===== src/rtl/umi_pkg.sv =====
// UMI command encoding shared by the traffic generator and its response checker.
package umi_pkg;

   localparam logic [4:0] UMI_REQ_READ   = 5'h01;
   localparam logic [4:0] UMI_RESP_READ  = 5'h02;
   localparam logic [4:0] UMI_REQ_WRITE  = 5'h03;
   localparam logic [4:0] UMI_RESP_WRITE = 5'h04;

   localparam int unsigned CMD_OPCODE_LSB = 0;
   localparam int unsigned CMD_OPCODE_W   = 5;

   typedef struct packed {
      logic [8:0] rsvd_hi;   // [31:23]
      logic       eom;       // [22]
      logic [5:0] rsvd_mid;  // [21:16]
      logic [7:0] len;       // [15:8]
      logic [2:0] size;      // [7:5]
      logic [4:0] opcode;    // [4:0]
   } umi_cmd_t;

   function automatic umi_cmd_t umi_build_cmd(input logic [4:0] opcode, input logic [2:0] size);
      umi_cmd_t c;
      c        = '0;
      c.opcode = opcode;
      c.size   = size;
      c.eom    = 1'b1;
      return c;
   endfunction

endpackage


===== src/rtl/umi_traffic_gen_chk.sv =====
// Expected-response compare and saturating per-run error counter for umi_traffic_gen.
module umi_traffic_gen_chk
   import umi_pkg::*;
#(
   parameter int unsigned   DW      = 32,
   parameter int unsigned   AW      = 64,
   parameter int unsigned   CW      = 32,
   parameter logic [AW-1:0] SRCADDR = AW'(64'h0000_0001_0000_0000)
) (
   input  logic          clk,
   input  logic          nreset,
   input  logic          clear,
   input  logic          check,
   input  logic          is_read,
   input  logic          stray,
   input  logic          timeout_hit,
   input  logic [DW-1:0] exp_data,
   input  logic [CW-1:0] resp_cmd,
   input  logic [AW-1:0] resp_dstaddr,
   input  logic [DW-1:0] resp_data,
   output logic [15:0]   err_count
);

   logic [4:0]  exp_opcode;
   logic        mismatch;
   logic        bump;
   logic [15:0] err_d;
   logic        unused_cmd;

   assign unused_cmd = ^resp_cmd;
   assign exp_opcode = is_read ? UMI_RESP_READ : UMI_RESP_WRITE;

   assign mismatch = (resp_cmd[CMD_OPCODE_LSB +: CMD_OPCODE_W] != exp_opcode) ||
                     (resp_dstaddr != SRCADDR) ||
                     (is_read && (resp_data != exp_data));

   // The three sources are mutually exclusive, so a response never costs more than one.
   assign bump = (check && mismatch) || stray || timeout_hit;

   always_comb begin
      err_d = err_count;
      if (clear) begin
         err_d = {15'h0, bump};
      end else if (bump && (err_count != 16'hFFFF)) begin
         err_d = err_count + 16'd1;
      end
   end

   always_ff @(posedge clk or negedge nreset) begin
      if (!nreset) begin
         err_count <= '0;
      end else begin
         err_count <= err_d;
      end
   end

endmodule


===== src/rtl/umi_traffic_gen.sv =====
// UMI write-then-readback initiator with one outstanding transaction and response checking.
// Optional macro UMI_TRAFFIC_GEN_TIMEOUT_EN adds a response-wait timeout and a timeout output.
module umi_traffic_gen
   import umi_pkg::*;
#(
   parameter int unsigned   DW      = 32,
   parameter int unsigned   AW      = 64,
   parameter int unsigned   CW      = 32,
   parameter int unsigned   NWORDS  = 16,
   parameter logic [AW-1:0] BASE    = '0,
   parameter logic [AW-1:0] SRCADDR = AW'(64'h0000_0001_0000_0000),
   parameter logic [31:0]   SEED    = 32'hA5A5_0000
) (
   input  logic          clk,
   input  logic          nreset,
   input  logic          start,
   output logic          busy,
   output logic          done,
   output logic [15:0]   err_count,
`ifdef UMI_TRAFFIC_GEN_TIMEOUT_EN
   output logic          timeout,
`endif
   output logic          umi_req_out_valid,
   input  logic          umi_req_out_ready,
   output logic [CW-1:0] umi_req_out_cmd,
   output logic [AW-1:0] umi_req_out_dstaddr,
   output logic [AW-1:0] umi_req_out_srcaddr,
   output logic [DW-1:0] umi_req_out_data,
   input  logic          umi_resp_in_valid,
   output logic          umi_resp_in_ready,
   input  logic [CW-1:0] umi_resp_in_cmd,
   input  logic [AW-1:0] umi_resp_in_dstaddr,
   input  logic [AW-1:0] umi_resp_in_srcaddr,
   input  logic [DW-1:0] umi_resp_in_data
);

   localparam logic [2:0]    SIZE   = 3'($clog2(DW / 8));
   localparam logic [CW-1:0] WR_CMD = CW'(umi_build_cmd(UMI_REQ_WRITE, SIZE));
   localparam logic [CW-1:0] RD_CMD = CW'(umi_build_cmd(UMI_REQ_READ, SIZE));
   localparam logic [15:0]   LAST   = 16'(NWORDS - 1);

   typedef enum logic [2:0] {StIdle, StWrReq, StWrWait, StRdReq, StRdWait, StDone} state_t;

   state_t      state_q;
   logic [15:0] index_q;
   logic [15:0] nxt_idx;
   logic        resp_hs;
   logic        in_wait;
   logic        check;
   logic        stray;
   logic        tmo_hit;
   logic        advance;
   logic        last;
   logic        start_ok;
   logic        unused_srcaddr;

   function automatic logic [AW-1:0] word_addr(input logic [15:0] idx);
      return BASE + AW'(idx) * AW'(DW / 8);
   endfunction

   function automatic logic [DW-1:0] word_data(input logic [15:0] idx);
      return {(DW / 32){SEED ^ {16'h0, idx}}};
   endfunction

   assign unused_srcaddr = ^umi_resp_in_srcaddr;

   assign resp_hs  = umi_resp_in_valid && umi_resp_in_ready;
   assign in_wait  = (state_q == StWrWait) || (state_q == StRdWait);
   assign check    = resp_hs && in_wait;
   // Beats outside a wait state are drained and charged as errors.
   assign stray    = resp_hs && !in_wait;
   assign advance  = check || tmo_hit;
   assign last     = (index_q == LAST);
   assign start_ok = start && (state_q == StIdle);
   assign nxt_idx  = ((state_q == StIdle) || last) ? 16'd0 : index_q + 16'd1;

`ifdef UMI_TRAFFIC_GEN_TIMEOUT_EN
   localparam logic [15:0] TMO_LAST = 16'd4094;

   logic [15:0] wait_cnt_q;

   assign tmo_hit = in_wait && !resp_hs && (wait_cnt_q == TMO_LAST);

   always_ff @(posedge clk or negedge nreset) begin
      if (!nreset) begin
         wait_cnt_q <= '0;
         timeout    <= 1'b0;
      end else begin
         if (!in_wait || advance) begin
            wait_cnt_q <= '0;
         end else begin
            wait_cnt_q <= wait_cnt_q + 16'd1;
         end
         if (start_ok) begin
            timeout <= 1'b0;
         end else if (tmo_hit) begin
            timeout <= 1'b1;
         end
      end
   end
`else
   assign tmo_hit = 1'b0;
`endif

   always_ff @(posedge clk or negedge nreset) begin
      if (!nreset) begin
         state_q             <= StIdle;
         index_q             <= '0;
         busy                <= 1'b0;
         done                <= 1'b0;
         umi_req_out_valid   <= 1'b0;
         umi_req_out_cmd     <= '0;
         umi_req_out_dstaddr <= '0;
         umi_req_out_srcaddr <= '0;
         umi_req_out_data    <= '0;
         umi_resp_in_ready   <= 1'b0;
      end else begin
         umi_resp_in_ready <= 1'b1;
         unique case (state_q)
            StIdle: begin
               if (start) begin
                  state_q             <= StWrReq;
                  index_q             <= '0;
                  busy                <= 1'b1;
                  done                <= 1'b0;
                  umi_req_out_valid   <= 1'b1;
                  umi_req_out_cmd     <= WR_CMD;
                  umi_req_out_dstaddr <= word_addr(nxt_idx);
                  umi_req_out_srcaddr <= SRCADDR;
                  umi_req_out_data    <= word_data(nxt_idx);
               end
            end
            StWrReq: begin
               if (umi_req_out_ready) begin
                  umi_req_out_valid <= 1'b0;
                  state_q           <= StWrWait;
               end
            end
            StWrWait: begin
               if (advance) begin
                  index_q             <= nxt_idx;
                  umi_req_out_valid   <= 1'b1;
                  umi_req_out_dstaddr <= word_addr(nxt_idx);
                  umi_req_out_srcaddr <= SRCADDR;
                  if (last) begin
                     state_q          <= StRdReq;
                     umi_req_out_cmd  <= RD_CMD;
                     umi_req_out_data <= '0;
                  end else begin
                     state_q          <= StWrReq;
                     umi_req_out_cmd  <= WR_CMD;
                     umi_req_out_data <= word_data(nxt_idx);
                  end
               end
            end
            StRdReq: begin
               if (umi_req_out_ready) begin
                  umi_req_out_valid <= 1'b0;
                  state_q           <= StRdWait;
               end
            end
            StRdWait: begin
               if (advance) begin
                  if (last) begin
                     state_q <= StDone;
                     busy    <= 1'b0;
                     done    <= 1'b1;
                  end else begin
                     index_q             <= nxt_idx;
                     state_q             <= StRdReq;
                     umi_req_out_valid   <= 1'b1;
                     umi_req_out_cmd     <= RD_CMD;
                     umi_req_out_dstaddr <= word_addr(nxt_idx);
                     umi_req_out_srcaddr <= SRCADDR;
                     umi_req_out_data    <= '0;
                  end
               end
            end
            StDone: begin
               state_q <= StIdle;
            end
            default: begin
               state_q <= StIdle;
            end
         endcase
      end
   end

   umi_traffic_gen_chk #(
      .DW      (DW),
      .AW      (AW),
      .CW      (CW),
      .SRCADDR (SRCADDR)
   ) u_chk (
      .clk          (clk),
      .nreset       (nreset),
      .clear        (start_ok),
      .check        (check),
      .is_read      (state_q == StRdWait),
      .stray        (stray),
      .timeout_hit  (tmo_hit),
      .exp_data     (word_data(index_q)),
      .resp_cmd     (umi_resp_in_cmd),
      .resp_dstaddr (umi_resp_in_dstaddr),
      .resp_data    (umi_resp_in_data),
      .err_count    (err_count)
   );

endmodule


===== config.mk =====
export PLATFORM = sky130hd
export DESIGN_NAME = umi_traffic_gen
export DESIGN_NICKNAME = d
export VERILOG_FILES = /design/src/rtl/umi_pkg.sv /design/src/rtl/umi_traffic_gen_chk.sv /design/src/rtl/umi_traffic_gen.sv
export SDC_FILE = /design/constraint.sdc
export NUM_CORES = 1
export LEC_CHECK = 0
export ABC_AREA = 1
export CAP_MARGIN = 20
export CELL_PAD_IN_SITES_DETAIL_PLACEMENT = 0
export CELL_PAD_IN_SITES_GLOBAL_PLACEMENT = 1
export CORE_UTILIZATION = 24
export DETAILED_ROUTE_END_ITERATION = 8
export HOLD_SLACK_MARGIN = 0.02
export PLACE_DENSITY_LB_ADDON = 0.3
export SLEW_MARGIN = 20
export SYNTH_ARGS = -nofsm -noshare
export SYNTH_HDL_FRONTEND = slang
export SYNTH_HIERARCHICAL = 1
export SYNTH_SLANG_ARGS = --single-unit

===== constraint.sdc =====
create_clock -name clk -period 3.27 [get_ports clk]
set_clock_uncertainty 0.1 [all_clocks]
set_input_delay 0.4905 -clock clk [delete_from_list [all_inputs] [get_ports clk]]
set_output_delay 0.4905 -clock clk [all_outputs]
set_load 0.05 [all_outputs]

==> run_results.csv, run 1 <==
group,metric,value,unit
run_status,status,"finished clean",
timing,fmax,392,MHz
timing,period_needed,2.55,ns
synth,synth_area_leader_cell,"dfrtp_1",
setup_path,cp_max_fo,12,
placement,dpl-instance-area,7290,sq um
power,ir_worst_vdd,0.306,mV
placement,place_hpwl,11700,um
timing,hold_viol_final,0,
cells_and_area,area_growth,31.5,%
clock_network,path_clk_slew,0.06,ns
floorplan,dieArea,24800,sq um
floorplan,rows,56,
cells_and_area,fin_area,7620,sq um
synth,syn_inst,789,
synth,synth_top_area_frac,0.315,
setup_path,critPathRequiredTime,3.40,ns
clock_network,htree_levels,3,
global_routing,grt_pass1_wl,22800,um
floorplan,ios,409,
timing,finalSetupViolCount,0,
detailed_routing,drtIter0Drc,162,
setup_path,crit_path_max_incr_delay,0.45,ns
detailed_routing,drc_errors,0,
detailed_routing,drt-wirelength-per-cell,11.6,um
synth,synth_edf_count,0,
cells_and_area,n_antenna_cell,0,
detailed_routing,top_layer,"met4",
synth,ys_async_sr_fraction,1.00,
cells_and_area,fillers,2586,
timing,finalCritPeriodShare,0.780,
setup_path,cp-startpoint,"state_q[1]",
floorplan,core_area,23600,sq um
power,leakage,3.92,nW
clock_network,cts_hold_buf,0,
setup_path,arrival,2.68,ns
synth,synth_top_family_by_area,"simple AND/OR/NAND/NOR gates",
detailed_routing,drtPass1Iterations,4,
synth,yosys-top-cells-area,"dfrtp_1 (32%), buf_4 (21%), nand2_1 (16%), nor2_1 (5.2%), xnor2_1 (3.8%)",
global_routing,grtUsageTotal,0.122,
worst_hold_path,hp-class,"in -> async",
global_routing,grt-ovfl-total,0,
placement,gp_congestion,0.753,
floorplan,die_y,157,um
timing,drv_slew,0,
setup_path,critPathKind,"reg -> reg",
detailed_routing,dr_wl_met2,7480,um
global_routing,grt_max_degree,74,
detailed_routing,drt-met1-wl,6570,um
synth,post-synth-top-count-cell,"nand2_1",
detailed_routing,ant_nets,0,
clock_network,worstSkewPairLatency,0.34,ns
setup_path,cp_cell_sequence,"nor2_4 -> nand2_4 -> inv_1 -> nand3b_1 -> o21ai_1 -> nand2_1 -> nor2_1 -> nand3b_1 -> nor2_1 -> nand2_1 -> nand2_1 -> nand2_2 -> nand2_8 -> nand2_4 -> nand2_1 -> nand2_1",
detailed_routing,route.met3.wl,758,um
setup_path,cpMaxStageDelayCell,"dfrtp_1",
placement,numPortBuffers,170,
run,drv_cap,0,
floorplan,start_util,0.246,
synth,synth-xor-area-share,0.0634,
power,totalPowerFinal,4.73,mW
detailed_routing,viasPerCell,3.64,
synth,synth-seq-cells,73,
synth,synthTopCellsByCount,"nand2_1 (243), buf_4 (164), nor2_1 (81)",
clock_network,post_cts_buffers,0,
timing,slew_headroom,0.524,
synth,synth_fa_ha_area_frac,0.00432,
detailed_routing,vias,4724,
clock_network,cts-resized-gates,0,
timing,final.setup.tns,0,ns
synth,synth.area.mux_share,0,
timing,tightestPinTransition,0.715,ns
setup_path,critPathMostFrequentCell,"nand2_1",
timing,holdWs,0.0789,ns
cells_and_area,drive_gt1_frac,0.0736,
synth,yosysUniqueCellTypes,32,
synth,yosysWarnings,6,
global_routing,antenna_found_initial,0,
cells_and_area,finish.net_count,1173,
synth,yosys.area_share.simple,0.325,
synth,synth_compound_area_frac,0.0315,
synth,syn_area_per_cell,7.35,sq um
power,power-per-cell-area,620,nW/um^2
setup_path,startpoint_type,"flop",
synth,netlist_area,5800,sq um
clock_network,cts_tree,"built",
floorplan,die_w,157,um
timing,rsz0062_at_grt,"false",
setup_path,timing.rr.start,"state_q[1]",
clock_network,cts_root_buf,"clkbuf_16",
global_routing,grt_pass1_vias,4238,
detailed_routing,drt_wl_total,15000,um
synth,synthFlopType,"dfrtp_1",
clock_network,cts_buffers,9,
clock_network,cts_sinks,73,
synth,ys_seq_area_frac,0.315,
setup_path,end_kind,"flop",
clock_network,clockBufferDepth,2,
## critical path: cells and delay by family, from the launching register on
kind	cells	cell delay, ns
simple gates	14	1.62
flops	1	0.45
buf+inv	1	0.17
compound gates	1	0.07
## flip-flops by register name, summed over array words and instances, names as in the netlist
| register | cells |
|---|---|
| busy | 1 |
| umi_req_out_dstaddr | 16 |
| done | 1 |
| umi_req_out_data | 16 |
| index_q | 16 |
| u_chk/err_count | 16 |
| umi_req_out_valid | 1 |
| umi_req_out_cmd | 2 |
| state_q | 3 |
| umi_resp_in_ready | 1 |
## stage by stage
step	utilization	cells	worst slack, ns
after detailed placement	0.309	1282	0.373
after global placement	0.309	1282	0.380
after floorplan	-	958	0.878
after CTS	0.323	1297	0.596
final	0.323	1297	0.719
after global routing	0.323	1297	0.355
## worst paths after layout
kind	to	slack, ns	cells after the start
worst max register to register	u_chk/err_count[10]	0.72	16
worst max-delay path	u_chk/err_count[10]	0.72	16
min in group clk	umi_req_out_dstaddr[7]	0.37	2
max in group asynchronous	u_chk/err_count[11]	2.50	1
worst min-delay path	umi_req_out_dstaddr[2]	0.08	1
worst min register to register	umi_req_out_dstaddr[7]	0.37	2
## area by class of cell
| cell class | instances | area (sq um) | share of cell area |
|---|---|---|---|
| tap | 319 | 399 | 0.0524 |
| multi-input combinational | 657 | 3100 | 0.407 |
| inverter | 57 | 214 | 0.0281 |
| sequential | 73 | 1830 | 0.240 |
| clock buffer | 9 | 225 | 0.0295 |
| clock inverter | 6 | 108 | 0.0141 |
| timing repair buffer | 176 | 1750 | 0.229 |
## per-layer routing
metal	global-route usage	vias up
met5	0	-
li1	-	2469
met2	0.215	181
met3	0.0212	13
met1	0.148	2061
met4	0.0430	0
## cell families (layout without fill, tap and decap cells)
| family | after synthesis | count (layout) |
|---|---|---|
| simple gates | 414 | 414 |
| buf+inv | 228 | 248 |
| flops | 73 | 73 |
| other cells | 2 | 171 |
| fa+ha+maj | 2 | 2 |
| xor+xnor | 42 | 42 |
| compound gates | 28 | 28 |
## power by group
part / leakage (nW) / internal (mW) / switching, mW
combinational: 2.78 / 0.663 / 1.72
clock: 0.161 / 0.738 / 0.396
sequential: 0.987 / 1.04 / 0.167
## placed cells by master (no fill, tap or decap), types with 7 or more instances in the layout
cell             netlist  layout
xor2_1                17      17
nor2_1                81      81
nand2_1              243     243
inv_1                 52      52
o21ai_0                7       7
o21ai_2               10      10
conb_1                 2     171
a21oi_1                7       7
dfrtp_1               73      73
nand2_4               17      17
xnor2_1               25      25
clkdlybuf4s50_1        0     169
nand3_1               32      32
clkbuf_16              0       9
nand4_1               11      11
No activity file was read; power rests on OpenSTA's default activity.
==> run 2: changes to the inputs <==
==> constraint.sdc (replaced) <==
create_clock -name clk -period 2.4 [get_ports clk]
set_clock_uncertainty 0.1 [all_clocks]
set_input_delay 0.36 -clock clk [delete_from_list [all_inputs] [get_ports clk]]
set_output_delay 0.36 -clock clk [all_outputs]
set_load 0.05 [all_outputs]
==> run_results.csv, run 2 (synthesis results as in run 1) <==
group,metric,value,unit
global_routing,antenna_found_initial,0,
clock_network,cts_buffers,9,
detailed_routing,drtIter0Drc,212,
detailed_routing,drt-wirelength-per-cell,11.4,um
power,p_sw,3.14,mW
cells_and_area,area_growth,33.1,%
floorplan,start_util,0.246,
clock_network,cts_sinks,73,
cells_and_area,final-instance-count-excl-fill,1307,
setup_path,critPathRequiredTime,1.94,ns
clock_network,worstSkewPairLatency,0.35,ns
floorplan,ios,409,
power,power-per-cell-area,844,nW/um^2
global_routing,grt-ovfl-total,0,
timing,fmax,458,MHz
placement,numPortBuffers,170,
timing,rsz0062_at_grt,"false",
clock_network,path_clk_slew,0.06,ns
setup_path,cp.depth,1,
setup_path,cpMaxStageDelayCell,"clkdlybuf4s50_1",
power,ir_worst_vdd,0.350,mV
power,power_frac_comb,0.527,
detailed_routing,ant_nets,0,
floorplan,die_y,157,um
detailed_routing,viasPerCell,3.63,
clock_network,cts_tree,"built",
timing,slew_headroom,0.474,
setup_path,crit_family,"buffers and inverters",
setup_path,critPathKind,"reg -> out",
timing,tightestPinTransition,0.789,ns
clock_network,clockBufferDepth,2,
cells_and_area,fillers,2613,
worst_hold_path,hold_path_depth,2,
cells_and_area,finish.net_count,1182,
placement,place_hpwl,11800,um
global_routing,grtUsageTotal,0.123,
setup_path,arrival,1.72,ns
timing,finalSetupViolCount,0,
timing,finalCritPeriodShare,0.910,
clock_network,htree_levels,3,
global_routing,grt_pass1_wl,23000,um
floorplan,core_area,23600,sq um
timing,hold_viol_final,0,
cells_and_area,drive_gt1_frac,0.0850,
setup_path,startpoint_type,"flop",
clock_network,cts_root_buf,"clkbuf_16",
detailed_routing,drt_wl_total,14900,um
setup_path,cp_max_fo,10,
clock_network,post_cts_buffers,0,
setup_path,cp_cell_sequence,"clkdlybuf4s50_1",
timing,drv_slew,0,
setup_path,reg2regPathDepth,16,
detailed_routing,vias,4746,
power,leakage,3.98,nW
detailed_routing,drc_errors,0,
cells_and_area,n_antenna_cell,0,
placement,dp_cells,1290,
power,swShare,0.482,
cells_and_area,layout_common_cells,"nand2_1 (243), conb_1 (171), clkdlybuf4s50_1 (167)",
timing,final.setup.tns,0,ns
timing,period_needed,2.18,ns
global_routing,grt_max_degree,38,
cells_and_area,layout_commonest_cell,"nand2_1",
setup_path,end_kind,"primary output",
run,drv_cap,0,
setup_path,crit_path_max_incr_delay,0.87,ns
placement,gp_congestion,0.761,
floorplan,dieArea,24800,sq um
worst_hold_path,hp-class,"reg -> reg",
setup_path,path_buf_inv,1,
power,clkPwrFrac,0.222,
run_status,status,"finished clean",
floorplan,rows,56,
power,power_frac_seq,0.251,
power,totalPowerFinal,6.51,mW
power,p_int,3.37,mW
global_routing,grt_pass1_vias,4340,
floorplan,die_w,157,um
detailed_routing,drtPass1Iterations,4,
## run 2: repair_timing
item                                    in CTS  in global routing
endpoints found under the hold margin       36                  0
endpoints found under the setup margin       0                 16
hold buffers                                 1                  0
gates resized for setup                      0                  2
## run 2: routing by layer
metal / track usage / part of all wire / vias up
met3: 0.0168 / 0.051 / 15
met4: 0.0499 / 0.018 / 0
li1: - / - / 2486
met2: 0.210 / 0.49 / 191
met1: 0.156 / 0.44 / 2054
met5: 0 / 0 / -
## run 2: path summary, 6_finish.rpt
path | startpoint | endpoint | slack (ns)
worst max-delay path | umi_req_out_cmd[1] | umi_req_out_data[23] | 0.22
worst min-delay path | umi_req_out_dstaddr[2] | umi_req_out_dstaddr[2] | 0.37
worst max register to register | state_q[1] | u_chk/err_count[11] | 0.30
worst min register to register | umi_req_out_dstaddr[2] | umi_req_out_dstaddr[2] | 0.37
max in group asynchronous | nreset | u_chk/err_count[3] | 1.17
min in group asynchronous | nreset | index_q[0] | 0.43
## run 2: power groups by stage
| stage | logic (mW) | clock network (mW) | registers (mW) |
|---|---|---|---|
| 2_1_floorplan | 2.36 | 0 | 2.06 |
| 3_3_place_gp | 3.47 | 0 | 1.66 |
| 3_5_place_dp | 3.47 | 0 | 1.66 |
| 4_1_cts | 3.47 | 1.51 | 1.64 |
| 5_1_grt | 3.70 | 1.56 | 1.67 |
| 6_report | 3.43 | 1.44 | 1.63 |
## run 2: cell type report
| type | instances | area [sq um] | area share |
|---|---|---|---|
| well taps | 319 | 399 | 0.0517 |
| clock buffers | 10 | 229 | 0.0297 |
| multi-input cells | 657 | 3100 | 0.402 |
| inverters | 57 | 214 | 0.0277 |
| flip-flops and latches | 73 | 1830 | 0.237 |
| repair buffers | 185 | 1860 | 0.241 |
| clock inverters | 6 | 82.6 | 0.0107 |
## run 2: through the flow
stage                     setup WS (ns)  cell area (sq um)   util  hold WS [ns]
after detailed placement         -0.254               7390  0.313         0.275
after global placement           -0.238               7390  0.313         0.267
after floorplan                 0.00812               6430      -       -0.0356
after CTS                        0.0913               7710  0.327         0.381
final                             0.216               7710  0.327         0.374
after global routing             0.0174               7710  0.327         0.395
